--- config.mk ---
export PLATFORM = sky130hd
export DESIGN_NAME = dest_reg_pipe
export DESIGN_NICKNAME = d
export VERILOG_FILES = /design/src/rtl/dest_reg_pipe_pkg.sv /design/src/rtl/dest_stage_reg.sv /design/src/rtl/dest_reg_pipe.sv
export SDC_FILE = /design/constraint.sdc
export NUM_CORES = 1
export LEC_CHECK = 0
export ABC_AREA = 1
export CAP_MARGIN = 30
export CORE_MARGIN = 4
export CORE_UTILIZATION = 43
export DETAILED_ROUTE_END_ITERATION = 7
export GPL_TIMING_DRIVEN = 0
export PLACE_DENSITY_LB_ADDON = 0.15
export SLEW_MARGIN = 10
export SYNTH_ARGS = -nofsm -noshare
export SYNTH_HDL_FRONTEND = slang
export SYNTH_SLANG_ARGS = --single-unit
export TNS_END_PERCENT = 10
--- constraint.sdc ---
create_clock -name clk -period 1.45 [get_ports clk]
set_input_delay 0.29 -clock clk [delete_from_list [all_inputs] [get_ports clk]]
set_output_delay 0.29 -clock clk [all_outputs]
set_load 0.01 [all_outputs]
--- src/rtl/dest_reg_pipe_pkg.sv ---
// -----------------------------------------------------------------------------
// dest_reg_pipe_pkg
// Shared definitions for the destination-register pipeline:
//   AW        register index width (32 architectural registers)
//   ZERO_REG  hardwired-zero register index, never tracked as a destination
//   fwd_sel_t forward-select encoding (RF / EX / MEM / WB)
//   stage_t   one pipeline-stage entry {dst, wen, ld}
// -----------------------------------------------------------------------------
package dest_reg_pipe_pkg;

  localparam int            AW       = 5;
  localparam logic [AW-1:0] ZERO_REG = '0;

  typedef enum logic [1:0] {
    FWD_RF  = 2'd0,
    FWD_EX  = 2'd1,
    FWD_MEM = 2'd2,
    FWD_WB  = 2'd3
  } fwd_sel_t;

  typedef struct packed {
    logic [AW-1:0] dst;
    logic          wen;
    logic          ld;
  } stage_t;

  // An empty slot. dst is forced to 0 so stage indices stay deterministic.
  localparam stage_t BUBBLE = '{dst: '0, wen: 1'b0, ld: 1'b0};

  // A stage matches a source when it writes and its index equals the source.
  // The zero register never forwards.
  function automatic logic stage_hit(input stage_t s, input logic [AW-1:0] src);
    return s.wen && (s.dst == src) && (src != ZERO_REG);
  endfunction

endpackage

--- src/rtl/dest_stage_reg.sv ---
// -----------------------------------------------------------------------------
// dest_stage_reg
// One pipeline-stage entry {dst, wen, ld} with load and bubble-clear controls.
// Ports:
//   clk       core clock
//   reset     synchronous, active-high; clears the entry to a bubble
//   i_load    capture i_dst/i_wen/i_ld this cycle
//   i_bubble  capture a bubble instead (wins over i_load)
//   i_dst/i_wen/i_ld  incoming entry
//   o_dst/o_wen/o_ld  registered entry
// -----------------------------------------------------------------------------
module dest_stage_reg
  import dest_reg_pipe_pkg::*;
(
  input  logic          clk,
  input  logic          reset,
  input  logic          i_load,
  input  logic          i_bubble,
  input  logic [AW-1:0] i_dst,
  input  logic          i_wen,
  input  logic          i_ld,
  output logic [AW-1:0] o_dst,
  output logic          o_wen,
  output logic          o_ld
);

  stage_t r_entry;

  always_ff @(posedge clk) begin
    // NOTE: state is written with non-blocking assignments so every stage
    // samples its neighbour's pre-edge value and the pipe shifts cleanly.
    if (reset) begin
      r_entry <= BUBBLE;
    end else if (i_bubble) begin
      r_entry <= BUBBLE;
    end else if (i_load) begin
      r_entry <= '{dst: i_dst, wen: i_wen, ld: i_ld};
    end
  end

  assign o_dst = r_entry.dst;
  assign o_wen = r_entry.wen;
  assign o_ld  = r_entry.ld;

endmodule

--- src/rtl/dest_reg_pipe.sv ---
// -----------------------------------------------------------------------------
// dest_reg_pipe
// Carries the decode-stage destination index, write-enable and load flag
// through EX, MEM and WB; produces forwarding selects for both decode sources
// and a load-use stall request.
// Ports:
//   clk, reset                 core clock, synchronous active-high reset
//   dst_in, wen_in, ld_in      decode destination, write flag, load flag
//   stall                      decode frozen: bubble into EX
//   flush                      kill decode and EX (EX and MEM get bubbles)
//   rs_idx, rt_idx             decode source indices
//   ex_/mem_/wb_dst, _wen      registered stage contents (WB feeds regfile)
//   fwd_a, fwd_b               forward selects (0 RF, 1 EX, 2 MEM, 3 WB)
//   lu_stall                   load-use hazard request
// stall/flush only steer register loads; no output depends on them
// combinationally.
// -----------------------------------------------------------------------------
module dest_reg_pipe
  import dest_reg_pipe_pkg::*;
(
  input  logic          clk,
  input  logic          reset,
  input  logic [AW-1:0] dst_in,
  input  logic          wen_in,
  input  logic          ld_in,
  input  logic          stall,
  input  logic          flush,
  input  logic [AW-1:0] rs_idx,
  input  logic [AW-1:0] rt_idx,
  output logic [AW-1:0] ex_dst,
  output logic [AW-1:0] mem_dst,
  output logic [AW-1:0] wb_dst,
  output logic          ex_wen,
  output logic          mem_wen,
  output logic          wb_wen,
  output logic [1:0]    fwd_a,
  output logic [1:0]    fwd_b,
  output logic          lu_stall
);

  stage_t   w_dec;
  stage_t   w_ex;
  stage_t   w_mem;
  stage_t   w_wb;
  fwd_sel_t w_fwd_a;
  fwd_sel_t w_fwd_b;
  logic     w_r0_write;

  // A write aimed at r0 is dropped at the door and travels as a bubble.
  assign w_r0_write = wen_in && (dst_in == ZERO_REG);
  assign w_dec      = w_r0_write ? BUBBLE
                                 : '{dst: dst_in, wen: wen_in, ld: ld_in};

  // EX: bubble on stall or flush (flush overrides stall, same result).
  dest_stage_reg u_ex (
    .clk      (clk),
    .reset    (reset),
    .i_load   (1'b1),
    .i_bubble (stall || flush),
    .i_dst    (w_dec.dst),
    .i_wen    (w_dec.wen),
    .i_ld     (w_dec.ld),
    .o_dst    (w_ex.dst),
    .o_wen    (w_ex.wen),
    .o_ld     (w_ex.ld)
  );

  // MEM: the EX instruction is killed by a flush.
  dest_stage_reg u_mem (
    .clk      (clk),
    .reset    (reset),
    .i_load   (1'b1),
    .i_bubble (flush),
    .i_dst    (w_ex.dst),
    .i_wen    (w_ex.wen),
    .i_ld     (w_ex.ld),
    .o_dst    (w_mem.dst),
    .o_wen    (w_mem.wen),
    .o_ld     (w_mem.ld)
  );

  // WB: whatever reached MEM always completes.
  dest_stage_reg u_wb (
    .clk      (clk),
    .reset    (reset),
    .i_load   (1'b1),
    .i_bubble (1'b0),
    .i_dst    (w_mem.dst),
    .i_wen    (w_mem.wen),
    .i_ld     (w_mem.ld),
    .o_dst    (w_wb.dst),
    .o_wen    (w_wb.wen),
    .o_ld     (w_wb.ld)
  );

  // Forward compare, one copy per source; the youngest matching stage wins.
  always_comb begin
    // NOTE: every always_comb output gets a default first so no path
    // through the block leaves it unassigned (which would infer a latch).
    w_fwd_a = FWD_RF;
    if      (stage_hit(w_ex,  rs_idx)) w_fwd_a = FWD_EX;
    else if (stage_hit(w_mem, rs_idx)) w_fwd_a = FWD_MEM;
    else if (stage_hit(w_wb,  rs_idx)) w_fwd_a = FWD_WB;
  end

  always_comb begin
    w_fwd_b = FWD_RF;
    if      (stage_hit(w_ex,  rt_idx)) w_fwd_b = FWD_EX;
    else if (stage_hit(w_mem, rt_idx)) w_fwd_b = FWD_MEM;
    else if (stage_hit(w_wb,  rt_idx)) w_fwd_b = FWD_WB;
  end

  // A load in EX cannot forward its data yet: any consumer must wait a cycle.
  assign lu_stall = w_ex.ld && (stage_hit(w_ex, rs_idx) || stage_hit(w_ex, rt_idx));

  assign fwd_a   = w_fwd_a;
  assign fwd_b   = w_fwd_b;
  assign ex_dst  = w_ex.dst;
  assign ex_wen  = w_ex.wen;
  assign mem_dst = w_mem.dst;
  assign mem_wen = w_mem.wen;
  assign wb_dst  = w_wb.dst;
  assign wb_wen  = w_wb.wen;

endmodule

==> run summary <==
Run status: finished, violations left
Failing checks: setup timing
Synth-to-layout area growth: 42.9%
Top routing layer in use: met4
Die W: 60.0 um
Post-Route M1 WL: 1500 um
Fillers: 265
Count of yosys warnings during synthesis: 0
Final non-filler cell total: 304
DP Wirelength: 2520 um
GRT Util Overall: 18.8%
Part of the total power dissipated in the clock network: 27.1%
Gate Count Post-Synth: 223
Count of endpoints failing setup in the final report: 5
Synthesized area divided by synthesized cell count: 5.21 um^2
CTS Sinks: 19
Most area-hungry cell type in the Yosys netlist: dfxtp_1
Internal power: 0.719 mW
Worst skew pair latency: 0.30 ns
Number of core rows: 18
CP startpoint kind: register
Initial detailed-routing violation count: 73
Synth top area cells: dfxtp_1 (33%), nand2_1 (32%), nor2_1 (19%)
Final weighted congestion in routability-driven placement: 0.817
Net Count, Synth: 244
Crit end category: output port
Met3 wire length: 180 um
Mean number of vias per cell: 4.57
Total detailed-routing wirelength: 3170 um
Number of placed I/O pins: 44
Antenna violations before repair: 0
Via count of the first global-routing pass: 1151
Final setup margin: -0.299 ns
Placed Cells incl. Taps: 296
Power per cell area: 598 mW/mm^2
Clock tree from TritonCTS: built
Sw frac: 27.6%
H-tree lvl count: 1
Seq cells post-synth: 19
Wire length of the first global-routing pass: 4990 um
Number of hold violations in the final report: 0
IO Port Bufs: 43
Launch instance of the worst register-to-register path: u_ex.o_dst[2]
Mapped Area: 0.00116 mm^2
Clock Tree Root: clkbuf_4
Maximum number of pins on one net before global-route repair: 11
Distinct cell type count of the synthesized netlist: 9
Required time worst endpoint: 1.16 ns
Category of the critical setup timing path: register to output port
Worst-path clk slew: 0.10 ns
Final layout net count: 296
Total area of multi-input combinational cells: 657 um^2
Proportion of synthesized chip area in sequential cells: 32.7%
Highest achievable clock rate: 572 MHz
Remaining Overflow, GRT: 0
Portion of total power attributed to combinational logic: 18.9%
Total chip power: 0.993 mW
Register share of total power: 54.0%
Post-route minimum period: 1.75 ns
Worst voltage drop across the vdd grid: 596 uV
Layout cells sized above 1: 15.7%
Unrepaired setup endpoints after global routing: yes
Number of max-cap violations: 0
Min-delay src: u_mem.o_wen
Clock skew: 0.00404 ns
Sum of negative setup slack: -1.23 ns
Area enclosed by the die boundary: 0.00360 mm^2
Leakage power: 0.937 nW
Worst rel slew slack: 74.2%
Arrival time of the worst setup path: 1.46 ns
Net switching power figure: 0.274 mW
Routed Antenna Nets: 0
Post-DR wirelength/cell: 10.4 um
First-pass detailed-route iteration total: 5
Vias post-DR: 1390
Die span in y: 60.0 um
Post-route DRC: 0
Timing startpoint of the critical path: u_ex.o_dst[2]
Antenna diodes: 0
Buffer depth of the longest clock path: 2
Final-report max-slew violation count: 0
Class of the most critical hold timing path: register to register
Transition time at the pin with the least slew margin: 0.386 ns
Routed met2 length: 1450 um
Largest fanout on the critical path: 4
Share of the synthesized area in the top cell type: 32.7%
Area of all sequential standard cells: 399 um^2
Cts bufs inserted: 3
Post-route clock period utilization: 121%
Core area: 0.00252 mm^2
Starting density of the core: 46.1%
-- through the flow --
step	worst slack, ns	hold slack (ns)	utilization, %	cell area, um^2
2_1_floorplan	0.125	0.362	-	1160
5_1_grt	-0.420	0.499	65.9	1660
6_report	-0.299	0.466	65.9	1660
3_3_place_gp	-0.913	0.447	64.6	1630
3_5_place_dp	-0.907	0.454	64.6	1630
4_1_cts	-0.299	0.470	65.4	1650
-- state kept, by name, indices dropped and copies added (netlist names) --
register / count
u_ex.o_ld: 1
u_ex.o_wen: 1
u_wb.o_dst: 5
u_mem.o_dst: 5
u_wb.o_wen: 1
u_ex.o_dst: 5
u_mem.o_wen: 1
-- layer usage --
metal	up-vias	GRT usage, %
li1	751	-
met1	587	25.8
met2	48	29.3
met3	4	3.24
met4	0	6.65
met5	-	0
-- power by group through the flow --
stage	sequential, mW	clock [mW]	combinational, mW
after global placement	0.549	0	0.195
after CTS	0.538	0.273	0.186
final	0.536	0.269	0.188
after global routing	0.538	0.298	0.212
after floorplan	0.551	0	0.0859
after detailed placement	0.549	0	0.196
-- worst max-delay path, stage by stage, from the launching register on --
cell,delay (ns)
dfxtp_4,0.38
inv_2,0.05
nand2_1,0.05
nand2_1,0.05
nor2_1,0.11
nand2_1,0.07
nor2_2,0.13
nor2_2,0.07
nor2_1,0.10
buf_2,0.14
-- synth_stat cells --
library cell	instances
nor2_1	59
nand2_1	98
dfxtp_1	19
inv_2	6
nor2_2	2
inv_1	32
nand4_1	2
nand3_1	3
o21ai_0	2
-- final timing paths --
kind | to | slack (ns) | cells past startpoint
setup reg to reg | u_mem.o_dst[2] | 0.74 | 3
hold / removal | u_wb.o_wen | 0.47 | 2
hold reg to reg | u_wb.o_wen | 0.47 | 2
setup / recovery | lu_stall | -0.30 | 9
-- what timing repair did --
item,CTS,global route
buffers inserted,4,0
gates resized for setup,69,5
endpoints found under the setup margin,23,5
hold buffers,0,0
gates cloned,0,0
pin swaps,10,6
-- placed cells by master, fill, tap and decap left out, drive strengths merged --
cell,instances
nand2,98
inv,38
clkbuf,4
nor2,61
dfxtp,19
clkdlybuf4s50,10
nand3,3
dlygate4sd2,27
o21ai,2
buf,10
nand4,2
-- cell families (layout without fill, tap and decap cells) --
kind of cell | after synthesis | count (layout) | share of synthesized area (%)
compound gates | 2 | 2 | 0.861
buf+inv | 38 | 89 | 12.3
flops | 19 | 19 | 32.7
simple gates | 164 | 164 | 54.1
-- final cells by class --
class,count,share of cell area (%)
multi-input combinational,166,39.5
sequential,19,24.0
timing repair buffer,47,24.0
inverter,38,8.58
tap,30,2.26
clock buffer,4,1.58
Note: power is estimated with default switching activity, not from simulation.
